<file path="src/rtl/pipe_rca_pkg.sv">
// Shared definitions for the pipelined ripple-carry adder/subtractor:
// mode encoding and the segment-width helper used for sizing and checking.
package pipe_rca_pkg;

  localparam logic OP_ADD = 1'b0;
  localparam logic OP_SUB = 1'b1;

  // Returns the per-stage segment width, or 0 when the split is not legal.
  function automatic int seg_w(input int width, input int stages);
    if (width < 1 || stages < 1 || stages > width || (width % stages) != 0) begin
      return 0;
    end
    return width / stages;
  endfunction

endpackage

</file>
<file path="src/rtl/rca_seg.sv">
// Combinational W-bit ripple-carry segment built from full-adder cells;
// also exposes the carry into its top bit for signed-overflow detection.
module rca_seg #(
  parameter int W = 4
) (
  input  logic [W-1:0] a,
  input  logic [W-1:0] b,
  input  logic         cin,
  output logic [W-1:0] sum,
  output logic         cout,
  output logic         c_msb_in
);

  logic [W:0] c;

  always_comb begin
    c    = '0;
    sum  = '0;
    c[0] = cin;
    for (int i = 0; i < W; i++) begin
      sum[i]   = a[i] ^ b[i] ^ c[i];
      c[i+1]   = (a[i] & b[i]) | (c[i] & (a[i] ^ b[i]));
    end
  end

  assign cout     = c[W];
  assign c_msb_in = c[W-1];

endmodule

</file>
<file path="src/rtl/pipe_rca.sv">
// Pipelined WIDTH-bit ripple-carry adder/subtractor with STAGES register
// slices, a global-stall valid/ready handshake and signed-overflow output.
module pipe_rca
  import pipe_rca_pkg::*;
#(
  parameter int WIDTH  = 8,
  parameter int STAGES = 2
) (
  input  logic             clk,
  input  logic             rst,
  input  logic             in_valid,
  output logic             in_ready,
  input  logic [WIDTH-1:0] a,
  input  logic [WIDTH-1:0] b,
  input  logic             cin,
  input  logic             sub,
  output logic             out_valid,
  input  logic             out_ready,
  output logic [WIDTH-1:0] sum,
  output logic             cout,
  output logic             ovf
);

  localparam int SEG = seg_w(WIDTH, STAGES);

  if (SEG == 0) begin : g_bad_params
    $error("pipe_rca: WIDTH must be a positive multiple of STAGES, 1 <= STAGES <= WIDTH");
  end

  // Handshake: a beat moves on every edge where adv=1; the whole pipe
  // stalls as one when the output holds a beat the consumer refuses.
  logic adv;
  assign adv      = out_ready | ~out_valid;
  assign in_ready = adv;

  logic [WIDTH-1:0] b_eff;
  logic             c0;
  assign b_eff = (sub == OP_SUB) ? ~b : b;
  assign c0    = (sub == OP_SUB) ? ~cin : cin;

  logic c_msb [STAGES];

  for (genvar k = 0; k < STAGES; k++) begin : g_stg
    localparam int LO = k * SEG;
    localparam int RW = WIDTH - LO;

    // acc carries finished sum bits below LO and untouched A bits above.
    logic [WIDTH-1:0] acc_in;
    logic [RW-1:0]    op_b;
    logic             op_c;
    logic             op_v;
    logic [SEG-1:0]   seg_sum;
    logic             seg_co;
    logic [WIDTH-1:0] acc_d;
    logic [WIDTH-1:0] acc_q;
    logic             co_q;
    logic             v_q;

    if (k == 0) begin : g_src
      assign acc_in = a;
      assign op_b   = b_eff;
      assign op_c   = c0;
      assign op_v   = in_valid;
    end else begin : g_src
      assign acc_in = g_stg[k-1].acc_q;
      assign op_b   = g_stg[k-1].g_fwd.b_q;
      assign op_c   = g_stg[k-1].co_q;
      assign op_v   = g_stg[k-1].v_q;
    end

    rca_seg #(.W(SEG)) u_seg (
      .a        (acc_in[LO +: SEG]),
      .b        (op_b[SEG-1:0]),
      .cin      (op_c),
      .sum      (seg_sum),
      .cout     (seg_co),
      .c_msb_in (c_msb[k])
    );

    always_comb begin
      acc_d            = acc_in;
      acc_d[LO +: SEG] = seg_sum;
    end

    always_ff @(posedge clk) begin
      if (rst) begin
        v_q   <= 1'b0;
        acc_q <= '0;
        co_q  <= 1'b0;
      end else if (adv) begin
        v_q   <= op_v;
        acc_q <= acc_d;
        co_q  <= seg_co;
      end
    end

    if (k < STAGES - 1) begin : g_fwd
      logic [RW-SEG-1:0] b_q;
      always_ff @(posedge clk) begin
        if (rst) begin
          b_q <= '0;
        end else if (adv) begin
          b_q <= op_b[RW-1:SEG];
        end
      end
    end else begin : g_ovf
      logic ovf_q;
      always_ff @(posedge clk) begin
        if (rst) begin
          ovf_q <= 1'b0;
        end else if (adv) begin
          ovf_q <= c_msb[k] ^ seg_co;
        end
      end
    end
  end

  assign out_valid = g_stg[STAGES-1].v_q;
  assign sum       = g_stg[STAGES-1].acc_q;
  assign cout      = g_stg[STAGES-1].co_q;
  assign ovf       = g_stg[STAGES-1].g_ovf.ovf_q;

endmodule

</file>
<file path="config.mk">
export PLATFORM = sky130hd
export DESIGN_NAME = pipe_rca
export DESIGN_NICKNAME = d
export VERILOG_FILES = /design/src/rtl/pipe_rca_pkg.sv /design/src/rtl/rca_seg.sv /design/src/rtl/pipe_rca.sv
export SDC_FILE = /design/constraint.sdc
export NUM_CORES = 1
export LEC_CHECK = 0
export CAP_MARGIN = 10
export CORE_ASPECT_RATIO = 1.25
export CORE_MARGIN = 2
export CORE_UTILIZATION = 42
export DETAILED_ROUTE_END_ITERATION = 16
export MAX_ROUTING_LAYER = met4
export PLACE_DENSITY_LB_ADDON = 0.2
export SLEW_MARGIN = 25
export SYNTH_ARGS = -nofsm -noshare
export SYNTH_HDL_FRONTEND = slang
export SYNTH_SLANG_ARGS = --single-unit
</file>
<file path="constraint.sdc">
create_clock -name clk -period 8.4 [get_ports clk]
set_clock_uncertainty 0.15 [all_clocks]
set_input_delay 2.52 -clock clk [delete_from_list [all_inputs] [get_ports clk]]
set_output_delay 2.52 -clock clk [all_outputs]
set_load 0.05 [all_outputs]
</file>
==> results of run 1 <==
-- layout make-up --
type	instances	area, um2	area share
inverter	13	48.8	0.0315
timing repair buffer	33	325	0.210
clock inverter	1	5.00	0.00323
multi-input combinational	84	603	0.390
clock buffer	3	22.5	0.0146
sequential	25	500	0.323
tap	34	42.5	0.0275
-- cell usage after synthesis, drive strengths merged --
master	number	area [um2]
a21oi	15	75.1
inv	13	48.8
buf	9	65.1
xor2	4	35.0
xnor2	6	52.6
a211oi	9	113
dfxtp	25	500
nand2	30	113
nor2	11	41.3
nor2b	1	13.8
fa	8	160
-- state kept, by name (all words and copies together), names as in the netlist --
name             cells
cout                 1
out_valid            1
g_stg.g_fwd.b_q      4
g_stg.acc_q          8
g_stg.v_q            1
sum                  8
g_stg.co_q           1
ovf                  1
-- where the power goes --
part / total (mW) / internal, mW / switching, mW
clock network: 0.0535 / 0.0178 / 0.0357
registers: 0.138 / 0.131 / 0.00620
logic: 0.0824 / 0.0356 / 0.0467
-- layer usage --
metal	routed length, um	track usage	vias to the layer above
li1	-	-	461
met1	877	0.167	410
met2	1070	0.245	25
met3	87	0.0140	4
met4	51	0.0769	0
met5	0	-	-
-- final timing paths --
| check | startpoint | endpoint | cells after the start |
|---|---|---|---|
| worst max register to register | g_stg[0].acc_q[4] | ovf | 10 |
| worst min register to register | sum[2] | sum[2] | 2 |
| worst min-delay path | sum[2] | sum[2] | 2 |
| worst max-delay path | out_ready | in_ready | 4 |
-- cell families (layout without fill, tap and decap cells) --
family                     after synthesis  in the layout  synth area share
AOI/OAI and AO/OA                       24             24             0.154
adders and majority gates                8              8             0.132
xor gates and xnor gates                10             10            0.0719
DFF                                     25             25             0.411
buffers and inverters                   22             50            0.0935
and+or+nand+nor                         42             42             0.138
-- critical path: cells and delay by family --
family        cells  cell delay (ps)
simple gates      1              420
buf+inv           3             1590
-- layout by cell type, fill, tap and decap left out, types with 4 or more instances in the layout --
| cell type | count |
|---|---|
| clkdlybuf4s50_1 | 32 |
| nand2_1 | 30 |
| dfxtp_1 | 25 |
| a21oi_1 | 15 |
| inv_1 | 12 |
| nor2_1 | 11 |
| a211oi_2 | 9 |
| fa_1 | 8 |
| xnor2_1 | 6 |
| xor2_1 | 4 |
-- through the flow --
step,hold slack [ps],total power [mW]
3_5_place_dp,294,0.224
3_3_place_gp,291,0.223
2_1_floorplan,282,0.197
5_1_grt,332,0.288
6_report,307,0.273
4_1_cts,311,0.278
==> impl_summary.md, run 1 <==
Run status
The run finished with clean final reports.

STA
The number of hold-slack violations in the final timing report is 0. The post-route setup TNS is 0 ps. Setup repair after global routing left no endpoint under its margin. The pin slew with the least headroom to its limit is around 530 ps. The upper clock frequency limit is 139 MHz. The worst slew slack as a fraction of its limit is 0.647. Setup violations remaining at the end of the flow were counted as 0. The final critical-path share of the clock period is 0.858. The shortest period the worst path allows is 7200 ps. The worst setup margin is 1200 ps.

The final max-slew violation count came to 0.

Route
The first detailed-routing pass ran for 4 iterations. The ratio of routed vias to standard cells is 4.66. Dividing the detail-routed wire length by the instance count gives 10.8 um. The routed layout has 900 vias. The routed wire length is 2090 um. The number of design-rule violations left by the first detailed-router iteration is 26. The final antenna-violating net count is 0.

The post-detailed-route DRC marker count is 0.

Run
The number of maximum-capacitance constraint violations is 0.

Placement
Detailed placement finished with a half-perimeter wire length of 1500 um. The number of cells in the design after placement is 189. At the end of routability-driven placement, the weighted congestion stood at 0.770. The worst slack at placement is 1180 ps. Summing all placed instances gives a cell area of approximately 1500 um2. Input and output buffers added on the ports amount to 33.

Cells and area
The number of diodes added for antenna fixing is 0. The final non-filler cell area is 1550 um2. The post-synthesis to final-layout area growth is 27.1%.

Excluding fillers, the count of instances in the completed layout stands at 193. The share of the core filled with cells is 0.566. The count of nets after finishing is 190.

The share of post-route cells with drive strength above 1 is 0.101. Fill cells in the final layout number around 260.

Logic synthesis
Counting flops and latches in the post-synthesis netlist gives 25. The number of unique standard cell types used by synthesis is 14. The cell count after synthesis is 131. The share of synthesized area occupied by flip-flops and latches is 0.411.

During synthesis, Yosys emitted a total of 0 warnings. Each instance of the synthesized netlist takes up on average roughly 9.3 um2. The synthesized net count is between 150 and 200. Summing every instance area after synthesis gives 1220 um2.

Global routing
The overflow left after global routing is 0. The initial antenna violation count is 0. The via count of the first global-routing pass is 877.

Entering global routing, the biggest net connects 31 pins. Across every metal layer, demand over resource in global routing totals 0.145. The first global-routing pass estimated 3600 um of wire.

Clock network
Hold repair after CTS inserted 0 buffers. In this run the number of H-tree levels came out at 1. The number of gates resized after CTS was 0. The cell sitting at the root of the clock tree is a clkbuf_4. The maximum buffer depth of the clock tree is 2. For this design, the sink count on the clock tree is 25. The clock edge transition at the registers on the reported setup and hold paths is 140 ps.

For the worst-skew pair, the clock arrives at the later sink with an insertion delay of 320 ps. The clock tree from TritonCTS is yes. In this run, CTS created clock tree buffers numbering 3. After clock tree synthesis, the setup repair step added 0 buffers.

Worst setup path
Data on the critical path arrives at its endpoint at between 4000 and 5000 ps. The critical path is of the in -> out type. Data on the critical path is required at its endpoint by 5730 ps. The cell with the most instances on the worst path is clkdlybuf4s50_1. In this design, the stage delay of the slowest critical-path cell is 800 ps.

The capturing element type of the critical path is an output port. The slowest stage of the critical path is the clkdlybuf4s50_1 cell. Across all register-to-register paths, the minimum setup slack is 6020 ps.

Walking the worst path, the cells encountered are clkdlybuf4s50_1, nor2b_4, inv_2, clkdlybuf4s50_1. In this run the worst path has a maximum fanout of 30. STA classifies the critical path startpoint as an input port.

Die
In this run the core area contains 21 standard-cell rows. The width of the die is 52.2 um. For this configuration, the core starts out at a cell density of 0.446. The floorplan step defined a core boundary enclosing 2730 um2. The floorplan step set the die height to 64.2 um. The die footprint is 3350 um2. 34 I/O pins were placed.

Power
The leakage power total is 0.617 nW. Power spread over the standard cell area amounts to 177 nW/um2. The maximum vdd ir drop is 0.0000883 V.

Min path
The type of the worst min-delay path is reg -> reg.
Power figures use the tool's default switching activity.
==> run 2: changes to the inputs <==
Settings changed: CORE_UTILIZATION 42 to 50.
==> impl_summary.md, run 2 (synthesis results as in run 1) <==
Run status
The flow ran to the end, and the final reports show no timing, DRC or antenna violations.

Global routing
The largest net degree at the start of global routing is 31 (unchanged). The first-pass GRT wire length is 3400 um (-5.6%). The overflow left after global routing is 0 (unchanged).

The initial antenna violation count was 0 (unchanged). The global routing usage summed across all routing layers is 0.171 (+0.0259). The via count of the first global-routing pass is 862 (-1.7%).

Power
The combinational fraction of design power came to 0.299 (-0.002). The switching share of power is 0.326 (+0.00181). The internal power summed over all cells is 185 uW (+0.20%). The maximum vdd ir drop is 0.0000942 V (+6.6%).

The clock network fraction of design power is 0.199 (+0.003). The switching component of the power is 89.5 uW (+1.0%). The register share of total power is 0.502 (about the same). The leakage power total came to 0.614 nW (-0.61%). The power density of the placed cells is 177 nW/um2 (+0.39%). The overall power consumption is 275 uW (+0.47%).

Run
The number of maximum-capacitance constraint violations is 0 (unchanged).

STA
The final max-slew violation count is 0 (unchanged). The worst setup margin is 1210 ps (+13.8 ps). The shortest period the worst path allows was 7190 ps (-13.8 ps).

The pin slew with the least headroom to its limit is 540 ps (+12.5 ps). Setup repair after global routing left no endpoint under its margin. The final number of setup-violating endpoints is 0 (unchanged). The post-route setup TNS is 0 ps (unchanged). The worst hold slack is 311 ps (+3.88 ps). The number of hold-slack violations in the final timing report is 0 (unchanged). The worst slew slack as a fraction of its limit was 0.640 (-0.00721). The upper clock frequency limit is 139 MHz (+0.19%).

The final critical-path share of the clock period is 0.856 (-0.00164).

Worst setup path
The critical path goes through clkdlybuf4s50_1, nor2b_4, inv_2, clkdlybuf4s50_1. The most numerous cell type found on the critical path is clkdlybuf4s50_1. The required time at the worst-slack endpoint was 5730 ps (about the same). The cell family contributing the most delay on the critical path is buffers and inverters. The critical-path maximum fanout is 30 (unchanged). The number of buffer and inverter instances along the worst setup path is 3 (unchanged). The biggest cell delay along the critical path was 790 ps (about the same).

The slowest stage of the critical path is the clkdlybuf4s50_1 cell. The arrival time at the worst endpoint is 4520 ps (about the same). The worst setup path is of the in -> out kind. The nature of the critical path startpoint is an input port.

The capturing element type of the critical path is an output port.

Clock network
The clock buffer count from CTS is 3 (unchanged). The number of buffers inserted to repair setup after CTS is 0 (unchanged). The clock tree from TritonCTS is yes. The clock edge transition at the registers on the reported setup and hold paths is 140 ps (about the same). In this run the clock root is driven by a clkbuf_4. The source-to-sink clock delay at the later pin of the worst-skew pair is 320 ps (about the same). The number of gates given a new drive strength after cts is 0 (unchanged). The number of H-tree branching levels is 1 (unchanged). The TritonCTS sink count is 25 (unchanged). The maximum buffer depth of the clock tree came to 2 (unchanged). The hold buffer count at cts is 0 (unchanged).

Route
The number of design-rule violations left by the first detailed-router iteration came to 6 (-77%). The post-detailed-route DRC marker count is 0 (unchanged). The routed via count is 914 (+1.6%). The final antenna-violating net count is 0 (unchanged). The ratio of routed vias to standard cells is 4.76 (+2.1%). The average wire length per cell after detail routing is 10.7 um (-1.4%).

The length of the first detailed-routing pass in iterations is 4 (unchanged). The routed wire length is 2050 um (-1.9%).

Placement
The post-DP HPWL is 1510 um (+0.81%). The weighted congestion at the end of routability-driven global placement is 0.769 (-0.16%). The placed standard-cell area is 1520 um2 (about the same).

The number of buffers added on ports came to 33 (unchanged). The worst slack at placement is 1200 ps (+21.2 ps).

Die
The die footprint was 2850 um2 (-15%). The number of top-level pins is 34 (unchanged). The placeable core region is 2380 um2 (-13%). The number of rows in the core area is 20 (-4.8%).

The width of the die is 48.1 um (-7.7%). The vertical die dimension is 59.2 um (-7.8%). The effective utilization at floorplan came to 0.512 (+0.0666).

Cells and area
The final non-filler cell area came to 1550 um2 (about the same). The library cells used most frequently in the layout, excluding fill and tap cells, are clkdlybuf4s50_1, nand2_1, dfxtp_1. The post-synthesis to final-layout area growth is 27.2% (about the same).

The number of diodes added for antenna fixing came to 0 (unchanged). Leaving out fill and tap cells, the most frequent cell in the layout is clkdlybuf4s50_1. The share of post-route cells with drive strength above 1 is 0.101 (unchanged).

The count of nets after finishing is 190 (unchanged).

Min path
The type of the worst min-delay path is reg -> reg.
[run 2: final cells by class]
| class | instances | area, um2 |
|---|---|---|
| fillers | 212 | 828 |
| multi-input cells | 84 | 603 |
| flip-flops and latches | 25 | 500 |
| repair buffers | 33 | 325 |
| inverters | 13 | 48.8 |
| well taps | 33 | 41.3 |
| clock buffers | 3 | 22.5 |
| clock inverters | 1 | 7.51 |
[run 2: metrics by stage]
| stage | utilization | cells |
|---|---|---|
| after floorplan | - | 131 |
| after global placement | 0.641 | 188 |
| after detailed placement | 0.641 | 188 |
| after CTS | 0.654 | 192 |
| after global routing | 0.652 | 192 |
| final | 0.652 | 192 |
[run 2: metal layers]
metal | wire length, um | share of wire | track usage | up-vias
met3 | 86 | 0.042 | 0.0183 | 2
met4 | 23 | 0.011 | 0.0811 | 0
met1 | 836 | 0.41 | 0.205 | 424
met2 | 1100 | 0.54 | 0.278 | 26
li1 | - | - | - | 462
met5 | 0 | 0 | - | -
[run 2: power groups by stage]
stage	logic, mW	clock network, mW	registers (mW)
6_report	0.0822	0.0546	0.138
2_1_floorplan	0.0374	0	0.160
3_5_place_dp	0.0834	0	0.141
3_3_place_gp	0.0821	0	0.140
5_1_grt	0.0917	0.0605	0.139
4_1_cts	0.0837	0.0559	0.138
[run 2: worst paths after layout]
kind                     start  endpoint  slack [ps]  depth (start not counted)
max                  out_ready  in_ready        1210                          4
min                     sum[6]    sum[6]         310                          2
max reg2reg  g_stg[0].acc_q[4]    sum[7]        6030                          8
min reg2reg             sum[6]    sum[6]         310                          2
[run 2: worst min-delay path: cells and delay by family, from the launching register on]
family          cells  cell delay (ps)
simple gates        1               50
compound gates      1               50
flops               1              340
==> run 3: changes to the inputs <==
Settings changed: GPL_TIMING_DRIVEN set to 0, MAX_ROUTING_LAYER met4 to not set.
==> impl_summary.md, run 3 (synthesis results as in run 1) <==
Route
The final antenna-violating net count is 0 (unchanged). The post-detailed-route DRC marker count is 0 (unchanged). The length of the first detailed-routing pass in iterations is 4 (unchanged). The routed via count came to 966 (+5.7%). The average wire length per cell after detail routing came to 12.2 um (+14%). The ratio of routed vias to standard cells is 4.85 (+2.0%).

The routed wire length is 2430 um (+19%). The number of design-rule violations left by the first detailed-router iteration came to 25 (+19).

Cells and area
The number of cells in the finished layout apart from fillers is 199 (+3.6%). The share of post-route cells with drive strength above 1 is 0.139 (+0.0379). The library cell used most frequently in the layout, excluding fill and tap cells, is clkdlybuf4s50_1.

The fill cell instance count of the final layout is 211 (-0.47%). In the layout the commonest cells are clkdlybuf4s50_1, nand2_1, dfxtp_1. The count of nets after finishing came to 197 (+3.7%). The number of diodes added for antenna fixing was 0 (unchanged). From synthesis to final layout, the design area changed by 31.0%. The final non-filler cell area was 1600 um2 (+3.0%). The share of the core filled with cells is 0.671 (+0.0195).

Placement
The post-DP HPWL is 1880 um (+24%). The number of cells in the design after placement is 195 (+3.7%). The number of buffers added on ports is 31 (-6.1%). The worst slack at placement is 1610 ps (+402 ps). The placed standard-cell area is 1570 um2 (+3.0%). The weighted congestion at the end of routability-driven global placement is 0.743 (-3.4%).

Worst setup path
The cell family contributing the most delay on the critical path is buffers and inverters. The cell with the most instances on the worst path is clkdlybuf4s50_1. The critical-path maximum fanout is 10 (-67%). The arrival time at the worst endpoint is 4120 ps (-400 ps). The worst setup path is launched from an input port.

The biggest cell delay along the critical path was 810 ps (+20 ps). The number of cells traversed by the worst register-to-register path is 8 (unchanged). The critical path goes through clkdlybuf4s50_1, nor2b_4, inv_2, buf_6, clkdlybuf4s50_1. The most critical setup path has its startpoint at out_ready.

The cell depth of the worst setup path is 5 (+1). The required time at the worst-slack endpoint is 5730 ps (about the same). The number of buffer and inverter instances along the worst setup path was 4 (+1). The classification of the worst setup path is in -> out.

The termination of the worst setup path is in_ready. The flop-to-flop setup slack is 6030 ps (about the same). The capturing element type of the critical path is an output port. The slowest stage of the critical path is the clkdlybuf4s50_1 cell. In this run the critical register-to-register path is launched from g_stg[0].acc_q[4]. In this run the critical register-to-register path is captured at sum[7].

Power
The leakage power total is 0.650 nW (+5.9%). The overall power consumption was 276 uW (+0.57%). The power density of the placed cells is 173 nW/um2 (-2.3%). The maximum vdd ir drop is 0.000116 V (+24%).

STA
The shortest period the worst path allows is 6790 ps (-404 ps). The post-route setup TNS came to 0 ps (unchanged). The final number of setup-violating endpoints is 0 (unchanged). The final max-slew violation count is 0 (unchanged). The number of hold-slack violations in the final timing report was 0 (unchanged). The pin slew with the least headroom to its limit was 509 ps (-31.4 ps). Setup repair after global routing left no endpoint under its margin.

The worst slew slack as a fraction of its limit is 0.660 (+0.0199). The final critical-path share of the clock period was 0.808 (-0.0481). The worst hold slack was 313 ps (+1.99 ps). The worst setup margin is 1610 ps (+404 ps). The upper clock frequency limit is 147 MHz (+6.0%).

Clock network
The clock edge transition at the registers on the reported setup and hold paths is 130 ps (about the same). The source-to-sink clock delay at the later pin of the worst-skew pair is 320 ps (about the same). The root buffer cell chosen for the clock tree is clkbuf_4. The TritonCTS sink count is 25 (unchanged). The number of H-tree branching levels is 1 (unchanged). The hold buffer count at cts was 0 (unchanged).

The maximum buffer depth of the clock tree was 2 (unchanged). The number of gates given a new drive strength after cts is 0 (unchanged). The number of buffers inserted to repair setup after CTS is 0 (unchanged). The clock tree from TritonCTS is yes. The clock buffer count from CTS is 3 (unchanged).

Die
The die footprint was 2850 um2 (unchanged). The placeable core region is 2380 um2 (unchanged). The number of top-level pins came to 34 (unchanged).

The number of rows in the core area was 20 (unchanged). The vertical die dimension was 59.2 um (unchanged). The effective utilization at floorplan came to 0.512 (unchanged). The width of the die is 48.1 um (unchanged).

Global routing
The via count of the first global-routing pass is 964 (+12%). The first-pass GRT wire length is 4150 um (+22%). The initial antenna violation count is 0 (unchanged). The global routing usage summed across all routing layers is 0.209 (+0.0383). The largest net degree at the start of global routing was 14 (-55%). The overflow left after global routing came to 0 (unchanged).

Run
The number of maximum-capacitance constraint violations is 0 (unchanged).

Min path
The number of cells on the worst hold path is 2 (unchanged). The type of the worst min-delay path is reg -> reg.

Run status
The run finished with clean final reports.
-- run 3: changes by cell type in the layout (fill, tap and decap cells not counted) --
cell / previous run / this run
clkbuf_1: 0 / 1
clkinvlp_4: 1 / 0
buf_2: 1 / 4
clkdlybuf4s50_1: 32 / 31
buf_6: 0 / 2
buf_4: 0 / 3
-- run 3: final cells by class --
| cell class | count | area, um2 | area share |
|---|---|---|---|
| plain buffers | 9 | 65.1 | 0.0408 |
| multi-input cells | 84 | 603 | 0.378 |
| repair buffers | 31 | 310 | 0.195 |
| inverters | 13 | 48.8 | 0.0306 |
| clock buffers | 4 | 26.3 | 0.0165 |
| well taps | 33 | 41.3 | 0.0259 |
| flip-flops and latches | 25 | 500 | 0.314 |
-- run 3: how the worst min path moves through the flow --
stage,slack (ps),from,end
3_3_place_gp,290,sum[4],sum[4]
4_1_cts,310,sum[1],sum[1]
6_report,310,sum[1],sum[1]
3_5_place_dp,300,sum[1],sum[1]
2_1_floorplan,280,g_stg[0].acc_q[5],g_stg[0].acc_q[5]
5_1_grt,330,sum[3],sum[3]
-- run 3: where the power goes --
| part | switching [mW] | total, mW | internal, mW |
|---|---|---|---|
| clock network | 0.0345 | 0.0531 | 0.0186 |
| logic | 0.0481 | 0.0853 | 0.0372 |
| registers | 0.00656 | 0.138 | 0.131 |
| total | 0.0892 | 0.276 | 0.187 |
-- run 3: layer usage --
metal,track usage,share of wire
met2,0.356,0.55
met1,0.265,0.40
met3,0.0183,0.038
met5,0,0
met4,0.0811,0.020
-- run 3: worst reg2reg max path: cells and delay by family (launching register included) --
family                     cells  cell delay, ps
adders and majority gates      4            1400
DFF                            1             350
buffers and inverters          3             230
AOI/OAI and AO/OA              1             170
